===== src/rtl/fifo_sync_bram_pkg.sv =====
// fifo_sync_bram_pkg
// Shared sizing helpers for the synchronous BRAM-backed FIFO and its
// dual-port RAM. Both the controller and the RAM import this package so
// that depth, pointer width and the almost-full default are computed in
// exactly one place.
// Ports: none (package).

package fifo_sync_bram_pkg;

  // Number of words held by a RAM with the given address width.
  function automatic int fifo_depth(input int addr_width);
    return 1 << addr_width;
  endfunction

  // Pointers carry one extra bit above the RAM address so that a full
  // FIFO (pointers equal in address, different in lap) can be told apart
  // from an empty one.
  function automatic int ptr_width(input int addr_width);
    return addr_width + 1;
  endfunction

  // Default almost-full threshold: two words short of full.
  function automatic int default_almost_full(input int addr_width);
    return fifo_depth(addr_width) - 2;
  endfunction

endpackage


===== src/rtl/fifo_sync_bram_ram.sv =====
// bram_sync_dp
// Dual-port block RAM with a two-stage registered read path on port B.
// This variant is intended for a common clock: a_clk and b_clk must be
// driven by the same clock, which lets both ports' writes share a single
// memory-update process.
// Ports:
//   a_clk, b_clk    : port clocks (same clock)
//   rst             : async active-high reset of the read pipeline only
//   a_wr            : port A write strobe
//   a_addr          : port A address
//   a_data_in       : port A write data
//   b_en            : port B access enable
//   b_wr            : port B write strobe (read when low)
//   b_addr          : port B address
//   b_data_in       : port B write data
//   b_data_out      : port B read data, holds until the next read completes

module bram_sync_dp
  import fifo_sync_bram_pkg::*;
#(
  parameter int RAM_DATA_WIDTH = 8,
  parameter int RAM_ADDR_WIDTH = 4
) (
  input  logic                      a_clk,
  input  logic                      b_clk,
  input  logic                      rst,
  input  logic                      a_wr,
  input  logic [RAM_ADDR_WIDTH-1:0] a_addr,
  input  logic [RAM_DATA_WIDTH-1:0] a_data_in,
  input  logic                      b_en,
  input  logic                      b_wr,
  input  logic [RAM_ADDR_WIDTH-1:0] b_addr,
  input  logic [RAM_DATA_WIDTH-1:0] b_data_in,
  output logic [RAM_DATA_WIDTH-1:0] b_data_out
);

  localparam int RAM_DEPTH = fifo_depth(RAM_ADDR_WIDTH);

  logic [RAM_DATA_WIDTH-1:0] mem [RAM_DEPTH];
  logic [RAM_DATA_WIDTH-1:0] rd_q;
  logic                      rd_q_valid;
  logic                      b_rd;

  assign b_rd = b_en & ~b_wr;

  // Memory array update. Port A wins if both ports write in the same
  // cycle; the FIFO never drives a port B write, so this only matters
  // for other users of the RAM.
  always_ff @(posedge a_clk) begin
    if (a_wr) begin
      mem[a_addr] <= a_data_in;
    end else if (b_en && b_wr) begin
      mem[b_addr] <= b_data_in;
    end
  end

  // Read pipeline: the array is sampled into rd_q on the read edge and
  // moved to the output register on the following edge. The output only
  // updates when a read actually completes, so it holds the last word
  // read in between.
  always_ff @(posedge b_clk or posedge rst) begin
    if (rst) begin
      rd_q       <= '0;
      rd_q_valid <= 1'b0;
      b_data_out <= '0;
    end else begin
      rd_q_valid <= b_rd;
      if (b_rd) begin
        rd_q <= mem[b_addr];
      end
      if (rd_q_valid) begin
        b_data_out <= rd_q;
      end
    end
  end

endmodule


===== src/rtl/fifo_sync_bram.sv =====
// fifo_sync_bram
// Single-clock FIFO controller around a bram_sync_dp instance. Port A of
// the RAM is the write port, port B the read port. The controller owns
// the pointers, occupancy count and all status flags.
// Ports:
//   clk          : clock, also drives both RAM port clocks
//   rst          : async active-high reset
//   wr_en        : write request
//   data_in      : write data
//   rd_en        : read request
//   data_out     : read data (RAM port B output)
//   data_valid   : data_out holds a newly read word this cycle
//   empty        : occupancy == 0
//   full         : occupancy == DEPTH
//   almost_full  : occupancy >= ALMOST_FULL
//   count        : current occupancy
//   overflow     : one-cycle pulse after a rejected write
//   underflow    : one-cycle pulse after a rejected read

module fifo_sync_bram
  import fifo_sync_bram_pkg::*;
#(
  parameter int DATA_WIDTH  = 8,
  parameter int ADDR_WIDTH  = 4,
  parameter int ALMOST_FULL = default_almost_full(ADDR_WIDTH)
) (
  input  logic                  clk,
  input  logic                  rst,
  input  logic                  wr_en,
  input  logic [DATA_WIDTH-1:0] data_in,
  input  logic                  rd_en,
  output logic [DATA_WIDTH-1:0] data_out,
  output logic                  data_valid,
  output logic                  empty,
  output logic                  full,
  output logic                  almost_full,
  output logic [ADDR_WIDTH:0]   count,
  output logic                  overflow,
  output logic                  underflow
);

  localparam int PTR_W = ptr_width(ADDR_WIDTH);
  localparam int DEPTH = fifo_depth(ADDR_WIDTH);

  localparam logic [PTR_W-1:0] PTR_ONE   = {{(PTR_W-1){1'b0}}, 1'b1};
  localparam logic [PTR_W-1:0] DEPTH_LVL = PTR_W'(DEPTH);
  localparam logic [PTR_W-1:0] AF_LVL    = PTR_W'(ALMOST_FULL);

  logic [PTR_W-1:0] wptr;
  logic [PTR_W-1:0] rptr;
  logic [PTR_W-1:0] count_next;
  logic             wr_acc;
  logic             rd_acc;
  logic             rd_acc_d;

  // Acceptance uses this cycle's registered flags. When full, the write
  // is refused even if a read frees a slot this cycle; that keeps port A
  // from ever writing the address port B is reading.
  assign wr_acc = wr_en & ~full;
  assign rd_acc = rd_en & ~empty;

  // Occupancy after this edge; the flags are registered from this value
  // so they line up with count.
  always_comb begin
    count_next = count;
    case ({wr_acc, rd_acc})
      2'b10:   count_next = count + PTR_ONE;
      2'b01:   count_next = count - PTR_ONE;
      default: count_next = count;
    endcase
  end

  // Pointer and occupancy registers. Pointers wrap naturally modulo
  // 2*DEPTH; their low bits wrap modulo DEPTH as RAM addresses.
  always_ff @(posedge clk or posedge rst) begin
    if (rst) begin
      wptr  <= '0;
      rptr  <= '0;
      count <= '0;
    end else begin
      if (wr_acc) begin
        wptr <= wptr + PTR_ONE;
      end
      if (rd_acc) begin
        rptr <= rptr + PTR_ONE;
      end
      count <= count_next;
    end
  end

  // Status flags and the rejected-request pulses.
  always_ff @(posedge clk or posedge rst) begin
    if (rst) begin
      empty       <= 1'b1;
      full        <= 1'b0;
      almost_full <= 1'b0;
      overflow    <= 1'b0;
      underflow   <= 1'b0;
    end else begin
      empty       <= (count_next == '0);
      full        <= (count_next == DEPTH_LVL);
      almost_full <= (count_next >= AF_LVL);
      overflow    <= wr_en & full;
      underflow   <= rd_en & empty;
    end
  end

  // The RAM read path is two registers deep, so data_valid is the
  // accepted-read strobe delayed by two edges.
  always_ff @(posedge clk or posedge rst) begin
    if (rst) begin
      rd_acc_d   <= 1'b0;
      data_valid <= 1'b0;
    end else begin
      rd_acc_d   <= rd_acc;
      data_valid <= rd_acc_d;
    end
  end

  bram_sync_dp #(
    .RAM_DATA_WIDTH (DATA_WIDTH),
    .RAM_ADDR_WIDTH (ADDR_WIDTH)
  ) ram (
    .a_clk      (clk),
    .b_clk      (clk),
    .rst        (rst),
    .a_wr       (wr_acc),
    .a_addr     (wptr[ADDR_WIDTH-1:0]),
    .a_data_in  (data_in),
    .b_en       (rd_acc),
    .b_wr       (1'b0),
    .b_addr     (rptr[ADDR_WIDTH-1:0]),
    .b_data_in  ({DATA_WIDTH{1'b0}}),
    .b_data_out (data_out)
  );

endmodule


===== config.mk =====
export PLATFORM = sky130hd
export DESIGN_NAME = fifo_sync_bram
export DESIGN_NICKNAME = d
export VERILOG_FILES = /design/src/rtl/fifo_sync_bram_pkg.sv /design/src/rtl/fifo_sync_bram_ram.sv /design/src/rtl/fifo_sync_bram.sv
export SDC_FILE = /design/constraint.sdc
export NUM_CORES = 1
export LEC_CHECK = 0
export ABC_CLOCK_PERIOD_IN_PS = 3100
export BUFFER_PORTS_ARGS = -buffer_cell sky130_fd_sc_hd__buf_2
export CAP_MARGIN = 20
export CORE_MARGIN = 1
export CORE_UTILIZATION = 40
export CTS_BUF_LIST = sky130_fd_sc_hd__clkbuf_16
export DETAILED_ROUTE_END_ITERATION = 7
export SLEW_MARGIN = 20
export SYNTH_ARGS = -nofsm -noshare
export SYNTH_HDL_FRONTEND = slang
export SYNTH_SLANG_ARGS = --single-unit

===== constraint.sdc =====
create_clock -name clk -period 3.1 [get_ports clk]
set_input_delay 0.62 -clock clk [delete_from_list [all_inputs] [get_ports clk]]
set_output_delay 0.62 -clock clk [all_outputs]
set_load 0.03 [all_outputs]

# Word-level counts from Yosys, hierarchy flattened
# Memories as Yosys holds them, arrays and structs flattened. A register that Yosys moved wholly into a read port is not among the register bits.
# Index checks and enable logic that the tools add are counted.
# totals
mem_bits_rw,128
reg_bits,30
in_bits,12
n_memories,1
# classes
order_cmp,1
n_bitwise,6
muxes,3
n_eq_ne,3
n_addsub,4
n_reduce_logical,1
# memory_table
memory,words,width,rd,rd_ports_with_merged_regs,wr,line,text
ram.mem,16,8,1,1,1,fifo_sync_bram_ram.sv:39,logic [RAM_DATA_WIDTH-1:0] mem [RAM_DEPTH];
# ops
cell,n
"5-bit by 1-bit adder with 5-bit output, second input constant",3
5-bit one-hot mux with 2 select lines,1
"5-bit == test, second input constant",1
"5-bit by 4-bit greater-or-equal comparator with 1-bit output, second input constant",1
5-bit zero test,1
"5-bit by 1-bit subtractor with 5-bit output, second input constant",1
1-bit AND,4
"2-bit by 1-bit == test with 1-bit output, second input constant",1
"2-bit == test, second input constant",1
1-bit two-way mux,2
1-bit inverter,2

# Depth between registers and ports, before layout
# Gate-level depths: netlist (run 1).
# depth
ltp_word,5
mapped_depth,12
depth_no_buf,10

# By module
# Synthesis (run 1) repeated with hierarchy kept, for this count alone.
# unflattened
cells_unflattened,468
hier_area_um2,6949.2
# modules_own_cells
module,instances,area_per_inst_um2,cells_per_inst
bram_sync_dp,1,5969.5,387
fifo_sync_bram,1,979.7,81

# Worst setup path before layout (run 1)
# No wires, ideal clock.
# synth_timing
path_type,input -> register
startpoint,input wr_en
endpoint,register empty
cell_stages,12
required_ns,3.003
n_path_buf,2
t_arrival_ns,2.581
slack_ns,0.423
setup_ns,0.097
cell_sequence,nor2b_1 > clkbuf_1 > inv_1 > ha_1 > buf_6 > xor2_1 > ha_1 > a21oi_1 > xor2_1 > nor2_1 > xor2_1 > nor4_1
# synth_between
elab_chain_cells,4
elab_cells_between_ends,5
# synth_rtl
item,line,text
start: declaration,fifo_sync_bram.sv:29,"input logic wr_en,"
1-bit AND (*),fifo_sync_bram.sv:59,assign wr_acc = wr_en & ~full;
2-bit by 1-bit == test with 1-bit output or 2-bit == test (tied branches),fifo_sync_bram.sv:66,"case ({wr_acc, rd_acc})"
5-bit one-hot mux with 2 select lines (*),fifo_sync_bram.sv:66,
net count_next[2],fifo_sync_bram.sv:51,logic [PTR_W-1:0] count_next;
5-bit zero test (*),fifo_sync_bram.sv:100,empty <= (count_next == '0);
end signal: assignment,fifo_sync_bram.sv:100,
end: declaration,fifo_sync_bram.sv:34,"output logic empty,"
# Mark *: on every way through the listed nets, which the timed path passes. The rest lies on a longest branch.
# A chain may end at the register's enable or synchronous reset.

# Final worst setup path (run 1)
# layout_timing
startpoint,register empty
endpoint,register full
# layout_between
elab_chain_cells,5
elab_cells_between_ends,6
# layout_rtl
item,line,text
1-bit inverter (*),fifo_sync_bram.sv:60,assign rd_acc = rd_en & ~empty;
1-bit AND (*),fifo_sync_bram.sv:60,
net ram.b_en,fifo_sync_bram_ram.sv:30,"input logic b_en,"
2-bit by 1-bit == test with 1-bit output or 2-bit == test (tied branches),fifo_sync_bram.sv:66,
5-bit one-hot mux with 2 select lines (*),fifo_sync_bram.sv:66,
net count_next[4],fifo_sync_bram.sv:51,
5-bit == test (*),fifo_sync_bram.sv:101,full <= (count_next == DEPTH_LVL);
end signal: assignment,fifo_sync_bram.sv:101,
end: declaration,fifo_sync_bram.sv:35,"output logic full,"
# Marked as above.

==> run metrics, run 1 <==
RSZ-0062 raised after global routing=false; final core utilization=between 40% and 50%; first-pass GRT wire length=approximately 19 mm; CP max stage delay=roughly 0.53 ns; Post-DRT Antenna Nets=0; PwrDens=around 970 mW/mm²; Leak=2.78 nW; Initial Util=41.1%; drt total wl=roughly 12 mm; Clock Tree Buf Depth=2; largest net degree at the start of global routing=25; Critical Path Start Type=flop; Fin. Hold Viols=0; PortBufs=30; DR vias=roughly 3200; final clock skew=0.00915 ns; GPL Wtd Cong=0.748; Post-layout nets=424; initial antenna violation count=0; Die X-Extent=around 130 µm; Mapped Nets=between 300 and 400; synth warn=0; status=complete, no violations; synthesized flop and latch total=between 150 and 200; fraction of final layout cells sized beyond drive strength 1=30.5%; cell taking the most area after synthesis=edfxtp_1; crit-path max FO=10; worst skew pair latency=0.43 ns; TritonCTS clock tree=done; vias in the first global route=3253; clk root buf=clkbuf_16; Final Slew Violations=0; grt total ovfl=0; Worst R2R End=full$_DFF_PP0_; DR iter-0 viols=~200; boundary pin count=31; most frequent cells in the layout=128 x edfxtp_1, 34 x dfrtp_1, 32 x mux4_2; synthesized area per cell=between 15 and 20 µm²; fin crit share=82.7%; number of vias per cell=5.11; VDD IR-drop max=0.509 mV; crit path kind=reg2reg; post-synth cell types=37; gr usage total=15.9%; H-tree lvl count=4; data arrival time of the worst path=2.89 ns; critical path cell sequence=nand2b_1 -> inv_1 -> ha_1 -> xor2_1 -> ha_1 -> and3b_1 -> o21ai_1 -> a31oi_1 -> xor2_1 -> nor4b_2; cts bufs inserted=17; Critical Path RT=3.42 ns; cts repair resizes=0; setup violators final=0; # Post-CTS Setup Buffers=0; # rows=46; Detailed Place HPWL=a little under 8 mm; Die Ht=130 µm; Residual DRC=0; crit path from=empty$_DFF_PP1_; DR pass1 iterations=4; worst-margin pin slew=0.883 ns; # hold bufs at CTS=0; Clock Sink Count=approximately 160; commonest non-fill, non-tap cell in the layout=edfxtp_1; Core Region=0.0159 mm²; min Tclk post-route=between 2 and 3 ns; sequential share of the synthesized area=72.7%; CP max-delay cell=dfstp_2; FMAX=390 MHz; Area Growth Syn to Fin=17.5%; R2R setup slack=0.54 ns; n_diodes=0; clock slew at reported path FFs=0.06 ns; area share of the largest cell type after synthesis=58.9%; Final TNS setup=0 ns; Die Area=0.0168 mm²; routed length per placed instance=18.9 µm; FF-to-FF path depth=10; slew margin rel.=41.1%; Setup crit end kind=flop; Gate Count Post-Synth=351; synthesized area=0.00653 mm²; MaxCap Viol Count=0; hold crit path type=in2async; top cells by area, synth=edfxtp_1 59%, dfrtp_1 13%, mux4_2 11%; Crit Reg-Reg Startpoint=empty$_DFF_PP1_; Fill cells=1335
[logic make-up after synthesis]
kind of cell / count (synthesis) / share of synthesized area (%)
flops: 164 / 72.7
simple gates: 60 / 4.72
buf+inv: 24 / 1.99
fa+ha+maj: 8 / 1.53
compound gates: 25 / 2.21
xor+xnor: 12 / 1.61
mux: 58 / 15.2
[cell type report]
type / instances / area (µm²) / area share, %
clock buffer: 23 / 576 / 7.51
tap: 216 / 270 / 3.53
clock inverter: 9 / 68.8 / 0.898
sequential: 164 / 4750 / 61.9
timing repair buffer: 53 / 335 / 4.37
inverter: 5 / 18.8 / 0.245
multi-input combinational: 163 / 1650 / 21.5
[Yosys cell counts, drive strengths merged]
cell	instances
edfxtp	128
dfrtp	35
mux4	32
nor2	22
mux2i	17
buf	12
nand2	12
o21ai	11
a21oi	9
mux2	9
ha	8
clkbuf	7
xnor2	7
inv	5
nor3	5
xor2	5
nand2b	4
a31oi	3
nand3b	3
and2	2
nand3	2
nand4	2
nor2b	2
a211o	1
a31o	1
and3b	1
and4	1
dfstp	1
nor3b	1
nor4	1
nor4b	1
or4b	1
[power by group]
part / switching [mW] / internal [mW] / leakage [nW]
clock: 0.811 / 1.38 / 0.333
sequential: 0.388 / 2.77 / 1.59
combinational: 1.12 / 0.964 / 0.860
total: 2.32 / 5.12 / 2.78
[metrics by stage]
step	setup slack [ns]	cell area [µm²]	power, mW	cells	hold WS (ns)
final	0.535	7660	7.44	633	0.193
after global routing	0.242	7660	7.82	633	0.215
after CTS	0.513	7660	7.51	633	0.183
after detailed placement	0.276	7020	5.32	601	0.479
after global placement	0.415	7020	5.28	601	0.484
after floorplan	0.423	6530	4.68	351	0.352
[worst max-delay path by stage]
| stage | to | slack (ns) | cells past startpoint |
|---|---|---|---|
| after floorplan | empty$_DFF_PP1_ | 0.42 | 12 |
| after global placement | full$_DFF_PP0_ | 0.41 | 11 |
| after global routing | full$_DFF_PP0_ | 0.24 | 10 |
| final | full$_DFF_PP0_ | 0.54 | 10 |
| after CTS | full$_DFF_PP0_ | 0.51 | 10 |
| after detailed placement | full$_DFF_PP0_ | 0.28 | 11 |
[state kept, by name (all words and copies together) (netlist names)]
name	cells
underflow	1
rptr	4
full	1
almost_full	1
ram.rd_q_valid	1
ram.mem	128
count	5
overflow	1
data_valid	1
ram.b_data_out	8
wptr	4
ram.rd_q	8
empty	1
[critical path: cells and delay by family (launching register included)]
| kind | cells | cell delay (ns) |
|---|---|---|
| AO/OA/AOI/OAI | 2 | 0.27 |
| adder cells (fa/ha/maj) | 2 | 0.52 |
| AND/OR/NAND/NOR | 3 | 0.55 |
| flip-flops | 1 | 0.53 |
| buffers and inverters | 1 | 0.12 |
| XOR/XNOR | 2 | 0.46 |
[layer usage]
layer  track usage [%]  routed length (µm)  vias to the layer above
li1                  -                   -                     1470
met1              20.0                5410                     1676
met2              25.5                5850                       69
met3              4.47                 429                       22
met4              7.39                 292                        0
met5                 0                   0                        -
(Power assumes the default switching activity.)
==> run 2, diff against run 1 <==
--- a/config.mk
+++ b/config.mk
@@ -5,7 +5,7 @@
 export SDC_FILE = /design/constraint.sdc
 export NUM_CORES = 1
 export LEC_CHECK = 0
-export ABC_CLOCK_PERIOD_IN_PS = 3100
+export ABC_CLOCK_PERIOD_IN_PS = 2400
 export BUFFER_PORTS_ARGS = -buffer_cell sky130_fd_sc_hd__buf_2
 export CAP_MARGIN = 20
 export CORE_MARGIN = 1
==> constraint.sdc (replaced) <==
create_clock -name clk -period 2.4 [get_ports clk]
set_input_delay 0.48 -clock clk [delete_from_list [all_inputs] [get_ports clk]]
set_output_delay 0.48 -clock clk [all_outputs]
set_load 0.03 [all_outputs]
==> run metrics, run 2 (synthesized netlist as in run 1, its figures left out) <==
status=complete, no violations; RSZ-0062 raised after global routing=true; total power=between 9 and 10 mW; worst-margin pin slew=0.614 ns; critical path cell sequence=nand2b_4 -> inv_4 -> ha_4 -> xor2_2 -> ha_2 -> mux2i_1 -> nand3_1 -> a31oi_1 -> xor2_1 -> nor4b_2; DR pass1 iterations=5; Die Ht=130 µm; sw frac=between 30% and 40%; sequential share of power=between 40% and 50%; VDD IR-drop max=0.637 mV; data arrival time of the worst path=2.57 ns; PwrDens=between 1000 and 1500 mW/mm²; Final WS setup=0.151 ns; Core Region=about 0.016 mm²; boundary pin count=31; H-tree lvl count=4; Final Slew Violations=0; gr usage total=15.9%; crit path kind=reg2reg; Post-layout nets=approximately 430; first-pass GRT wire length=18.8 mm; combinational share of power=31.1%; PortBufs=30; clock power share=27.5%; vias in the first global route=3284; CP max stage delay=0.53 ns; Final TNS setup=0 ns; switching power=3.01 mW; Clock Sink Count=between 150 and 200; TritonCTS clock tree=done; Initial Util=41.1%; worst skew pair latency=0.42 ns; Die X-Extent=~130 µm; Critical Path RT=2.72 ns; n_diodes=0; clk root buf=clkbuf_16; hold crit path type=in2async; CP max-delay cell=dfstp_2; Critical Path Start Type=flop; Clock Tree Buf Depth=2; Fin. Hold Viols=0; DR vias=3215; routed length per placed instance=around 19 µm; drt total wl=12.2 mm; most frequent cells in the layout=128 x edfxtp_1, 33 x dfrtp_1, 32 x mux4_2; Largest register FFs=128; grt total ovfl=0; setup violators final=0; biggest regs=ram.mem x128, ram.b_data_out x8, ram.rd_q x8; largest delay contributor family on the critical path=flip-flops; Area Growth Syn to Fin=18.0%; crit-path max FO=4; slew margin rel.=59.1%; Detailed Place HPWL=between 7 and 8 mm; most flop-heavy register=ram.mem; GPL Wtd Cong=roughly 0.76; P_int=between 6 and 7 mW; Residual DRC=0; largest net degree at the start of global routing=37; MaxCap Viol Count=0; final clock skew=approximately 0.011 ns; Setup crit end kind=flop; cts bufs inserted=17; clock slew at reported path FFs=about 0.060 ns; initial antenna violation count=0; commonest non-fill, non-tap cell in the layout=edfxtp_1; fin crit share=93.7%; Leak=approximately 2.8 nW; number of vias per cell=5.02; # rows=46; fraction of final layout cells sized beyond drive strength 1=33.3%; Post-DRT Antenna Nets=0; pre-CTS setup slack=-0.0107 ns; DR iter-0 viols=about 270; number of buffers and inverters on the critical path=1; Die Area=0.0168 mm²; min Tclk post-route=roughly 2.2 ns; FMAX=445 MHz
run 2: final cells by class:
type	count	area, µm²
Clock inverter	14	145
Sequential cell	164	4750
Tap cell	216	270
Multi-Input combinational cell	163	1680
Inverter	5	21.3
Clock buffer	17	425
Timing Repair Buffer	61	408
Fill cell	1360	8190
run 2: through the flow:
stage / hold slack [ns] / instance area [µm²] / std cells / util, %
5_1_grt: 0.201 / 7700 / 640 / 48.5
6_report: 0.164 / 7700 / 640 / 48.5
3_3_place_gp: 0.479 / 7080 / 606 / 44.6
3_5_place_dp: 0.483 / 7080 / 606 / 44.6
2_1_floorplan: 0.352 / 6540 / 351 / -
4_1_cts: 0.162 / 7650 / 637 / 48.2
run 2: timing repair:
| item | in CTS | in global routing |
|---|---|---|
| resized for setup | 0 | 4 |
| hold buffers | 0 | 0 |
| setup endpoints to repair | 0 | 1 |
| setup buffers | 0 | 3 |
run 2: power groups by stage:
stage	clock [mW]	sequential (mW)	combinational, mW
CTS	2.68	3.94	2.95
global route	2.78	4.00	3.23
detailed placement	0	3.99	2.94
global placement	0	3.97	2.89
floorplan	0	4.09	1.96
finish	2.62	3.94	2.96
run 2: worst paths after layout:
kind	slack [ns]	depth (start not counted)	to	from
max in group asynchronous	1.89	3	rptr[0]$_DFFE_PP0N_	rst
setup reg to reg	0.15	10	full$_DFF_PP0_	empty$_DFF_PP1_
hold reg to reg	0.50	1	rptr[3]$_DFFE_PP0N_	rptr[3]$_DFFE_PP0N_
setup / recovery	0.15	10	full$_DFF_PP0_	empty$_DFF_PP1_
min in group clk	0.29	2	overflow$_DFF_PP0_	wr_en
hold / removal	0.16	3	ram.b_data_out[4]$_DFFE_PP0P_	rst
run 2: per-layer routing:
| metal | global-route usage [%] | wire (µm) | vias to the layer above |
|---|---|---|---|
| li1 | - | - | 1483 |
| met1 | 20.6 | 5400 | 1650 |
| met2 | 26.0 | 6150 | 69 |
| met3 | 3.36 | 414 | 13 |
| met4 | 6.77 | 203 | 0 |
| met5 | 0 | 0 | - |
run 2: tightest hold or removal path, stage by stage:
cell and delay, ns:
buf_2 0.09, inv_1 0.04, buf_4 0.39
==> run 3, diff against run 2 <==
--- a/config.mk
+++ b/config.mk
@@ -5,7 +5,8 @@
 export SDC_FILE = /design/constraint.sdc
 export NUM_CORES = 1
 export LEC_CHECK = 0
-export ABC_CLOCK_PERIOD_IN_PS = 2400
+export ABC_AREA = 1
+export ABC_CLOCK_PERIOD_IN_PS = 2900
 export BUFFER_PORTS_ARGS = -buffer_cell sky130_fd_sc_hd__buf_2
 export CAP_MARGIN = 20
 export CORE_MARGIN = 1
==> constraint.sdc (replaced) <==
create_clock -name clk -period 2.9 [get_ports clk]
set_input_delay 0.58 -clock clk [delete_from_list [all_inputs] [get_ports clk]]
set_output_delay 0.58 -clock clk [all_outputs]
set_load 0.03 [all_outputs]
==> run metrics, run 3 <==
Post-synth ARST share=a little over a fifth; Clock Sink Count=164; CP max stage delay=0.41 ns; synthesized area per cell=11.3 µm²; cell taking the most area after synthesis=edfxtp_1; met1 usage=23.4%; Critical Path Start Type=flop; synthesized flop and latch total=164; Post-synth top cells=192 x nand2_1, 128 x edfxtp_1, 103 x nand3_1; n_diodes=0; PwrDens=1040 mW/mm²; Initial Util=40.9%; Post-synth EDFFs=around 130; Die Area=0.0174 mm²; grt total ovfl=0; DR pass1 iterations=6; combinational share of power=34.5%; setup violators final=0; critical path cell sequence=nor2_2 -> inv_1 -> ha_1 -> nand2_1 -> inv_1 -> nor2_1 -> ha_1 -> inv_1 -> o21a_1 -> nand3_1 -> nor2_1 -> nand3_1 -> nor2_1; Die Ht=132 µm; Setup crit end kind=flop; synth warn=0; # hold bufs at CTS=0; post-synth cell types=24; Largest register FFs=128; synthesized area=0.00676 mm²; largest delay contributor family on the critical path=simple AND/OR/NAND/NOR gates; largest net degree at the start of global routing=68; DR iter-0 viols=about 350; DR vias=4327; worst skew pair latency=0.43 ns; predominant post-synthesis flop cell=edfxtp_1; # Post-CTS Setup Buffers=0; P_int=between 5 and 6 mW; sequential share of power=39.7%; Leak=3.17 nW; number of buffers and inverters on the critical path=3; # rows=47; Detailed Place HPWL=9.08 mm; CP max-delay cell=dfrtp_1; PortBufs=30; TritonCTS clock tree=done; vias in the first global route=roughly 4200; R2R setup slack=between 0.7 and 0.8 ns; area share of the largest cell type after synthesis=56.9%; commonest non-fill, non-tap cell in the layout=nand2_1; Post-DRT Antenna Nets=0; fraction of final layout cells sized beyond drive strength 1=14.9%; switching power=about 3 mW; VDD IR-drop max=a little over 0.5 mV; Core Region=0.0165 mm²; Gate Count Post-Synth=598; Multi-input gate area=0.00176 mm²; FF+latch area=roughly 0.0047 mm²; Final TNS setup=0 ns; placed insts=approximately 840; cts bufs inserted=17; Critical Path RT=~3.3 ns; most flop-heavy register=ram.mem; Fill cells=approximately 1500; fin area=0.00779 mm²; sw frac=37.4%; top cells by area, synth=edfxtp_1 57%, dfrtp_1 13%, nand2_1 11%; Residual DRC=0; final clock skew=between 0.007 and 0.008 ns; grt peak-use layer=met2; crit-path max FO=7; Layout Cells excl Fill=876; GPL Wtd Cong=0.872; crit path kind=reg2reg; initial antenna violation count=0; MaxCap Viol Count=0; sequential share of the synthesized area=70.2%; worst-margin pin slew=0.868 ns; clock power share=25.9%; GR Util met3=3.96%; Final Slew Violations=0; area of placed instances=0.00723 mm²; met2 usage=approximately 29%; gr usage total=18.0%; min Tclk post-route=between 2 and 2.5 ns; number of vias per cell=4.94; Mapped Nets=618; fin crit share=73.5%; slew margin rel.=42.1%; Fin. Hold Viols=0; drt total wl=14.5 mm; hold crit path type=in2async; cts repair resizes=0; biggest regs=ram.mem x128, ram.b_data_out x8, ram.rd_q x8; first-pass GRT wire length=23.1 mm; Clock Tree Buf Depth=2; Post-layout nets=between 600 and 700; boundary pin count=31; top-count cell post-synth=nand2_1; most frequent cells in the layout=192 x nand2_1, 128 x edfxtp_1, 103 x nand3_1; Area Growth Syn to Fin=15.3%; Die X-Extent=132 µm; data arrival time of the worst path=2.49 ns; FMAX=about 470 MHz; status=complete, no violations; routed length per placed instance=16.5 µm; clock slew at reported path FFs=0.06 ns; H-tree lvl count=4; RSZ-0062 raised after global routing=false; clk root buf=clkbuf_16
==> run 3: changes by cell type after synthesis, sizes merged, moves of 12 or more <==
| cell | before | now |
|---|---|---|
| mux4 | 32 | 0 |
| inv | 5 | 26 |
| buf | 12 | 24 |
| nand3 | 2 | 104 |
| nand2 | 12 | 192 |
| mux2i | 17 | 0 |
==> run 3: cell families after synthesis <==
group	share of synthesized area, %
AOI/OAI and AO/OA	1.74
and+or+nand+nor	20.6
adders and majority gates	1.48
muxes	1.33
buffers and inverters	3.68
DFF	70.2
xor gates and xnor gates	0.907
==> run 3: worst paths after layout <==
check | from | to | cells past startpoint
worst min register to register | empty$_DFF_PP1_ | underflow$_DFF_PP0_ | 2
max in group asynchronous | rst | empty$_DFF_PP1_ | 3
worst max-delay path | full$_DFF_PP0_ | full$_DFF_PP0_ | 13
min in group clk | wr_en | overflow$_DFF_PP0_ | 3
worst max register to register | full$_DFF_PP0_ | full$_DFF_PP0_ | 13
worst min-delay path | rst | data_valid$_DFF_PP0_ | 2
==> run 3: through the flow <==
step                      utilization, %  total power, mW  setup slack [ns]  hold slack, ns
after floorplan                        -             5.17             0.494           0.352
after global placement              43.8             5.97             0.634           0.484
after detailed placement            43.8             6.05             0.511           0.486
after CTS                           47.2             8.14             0.769           0.344
after global routing                47.2             8.60             0.575           0.356
final                               47.2             8.07             0.767           0.331
==> run 3: cell type report <==
cell class,count,area share (%)
clock buffers,20,6.42
clock inverters,12,0.771
inverters,28,1.35
multi-input cells,378,22.6
flip-flops and latches,164,60.9
well taps,220,3.53
repair buffers,54,4.40
==> run 3: metal layers <==
layer | routed length, µm | up-vias | share of wire (%)
met5 | 0 | - | 0
met4 | 376 | 0 | 2.6
met3 | 693 | 29 | 4.8
met2 | 7000 | 92 | 48
met1 | 6410 | 2080 | 44
li1 | - | 2126 | -
==> run 3: power groups by stage <==
stage	Sequential [mW]	Clock, mW	Combinational, mW
after floorplan	3.38	0	1.79
after global placement	3.23	0	2.74
after detailed placement	3.25	0	2.80
after CTS	3.20	2.12	2.81
after global routing	3.25	2.23	3.12
final	3.20	2.09	2.78
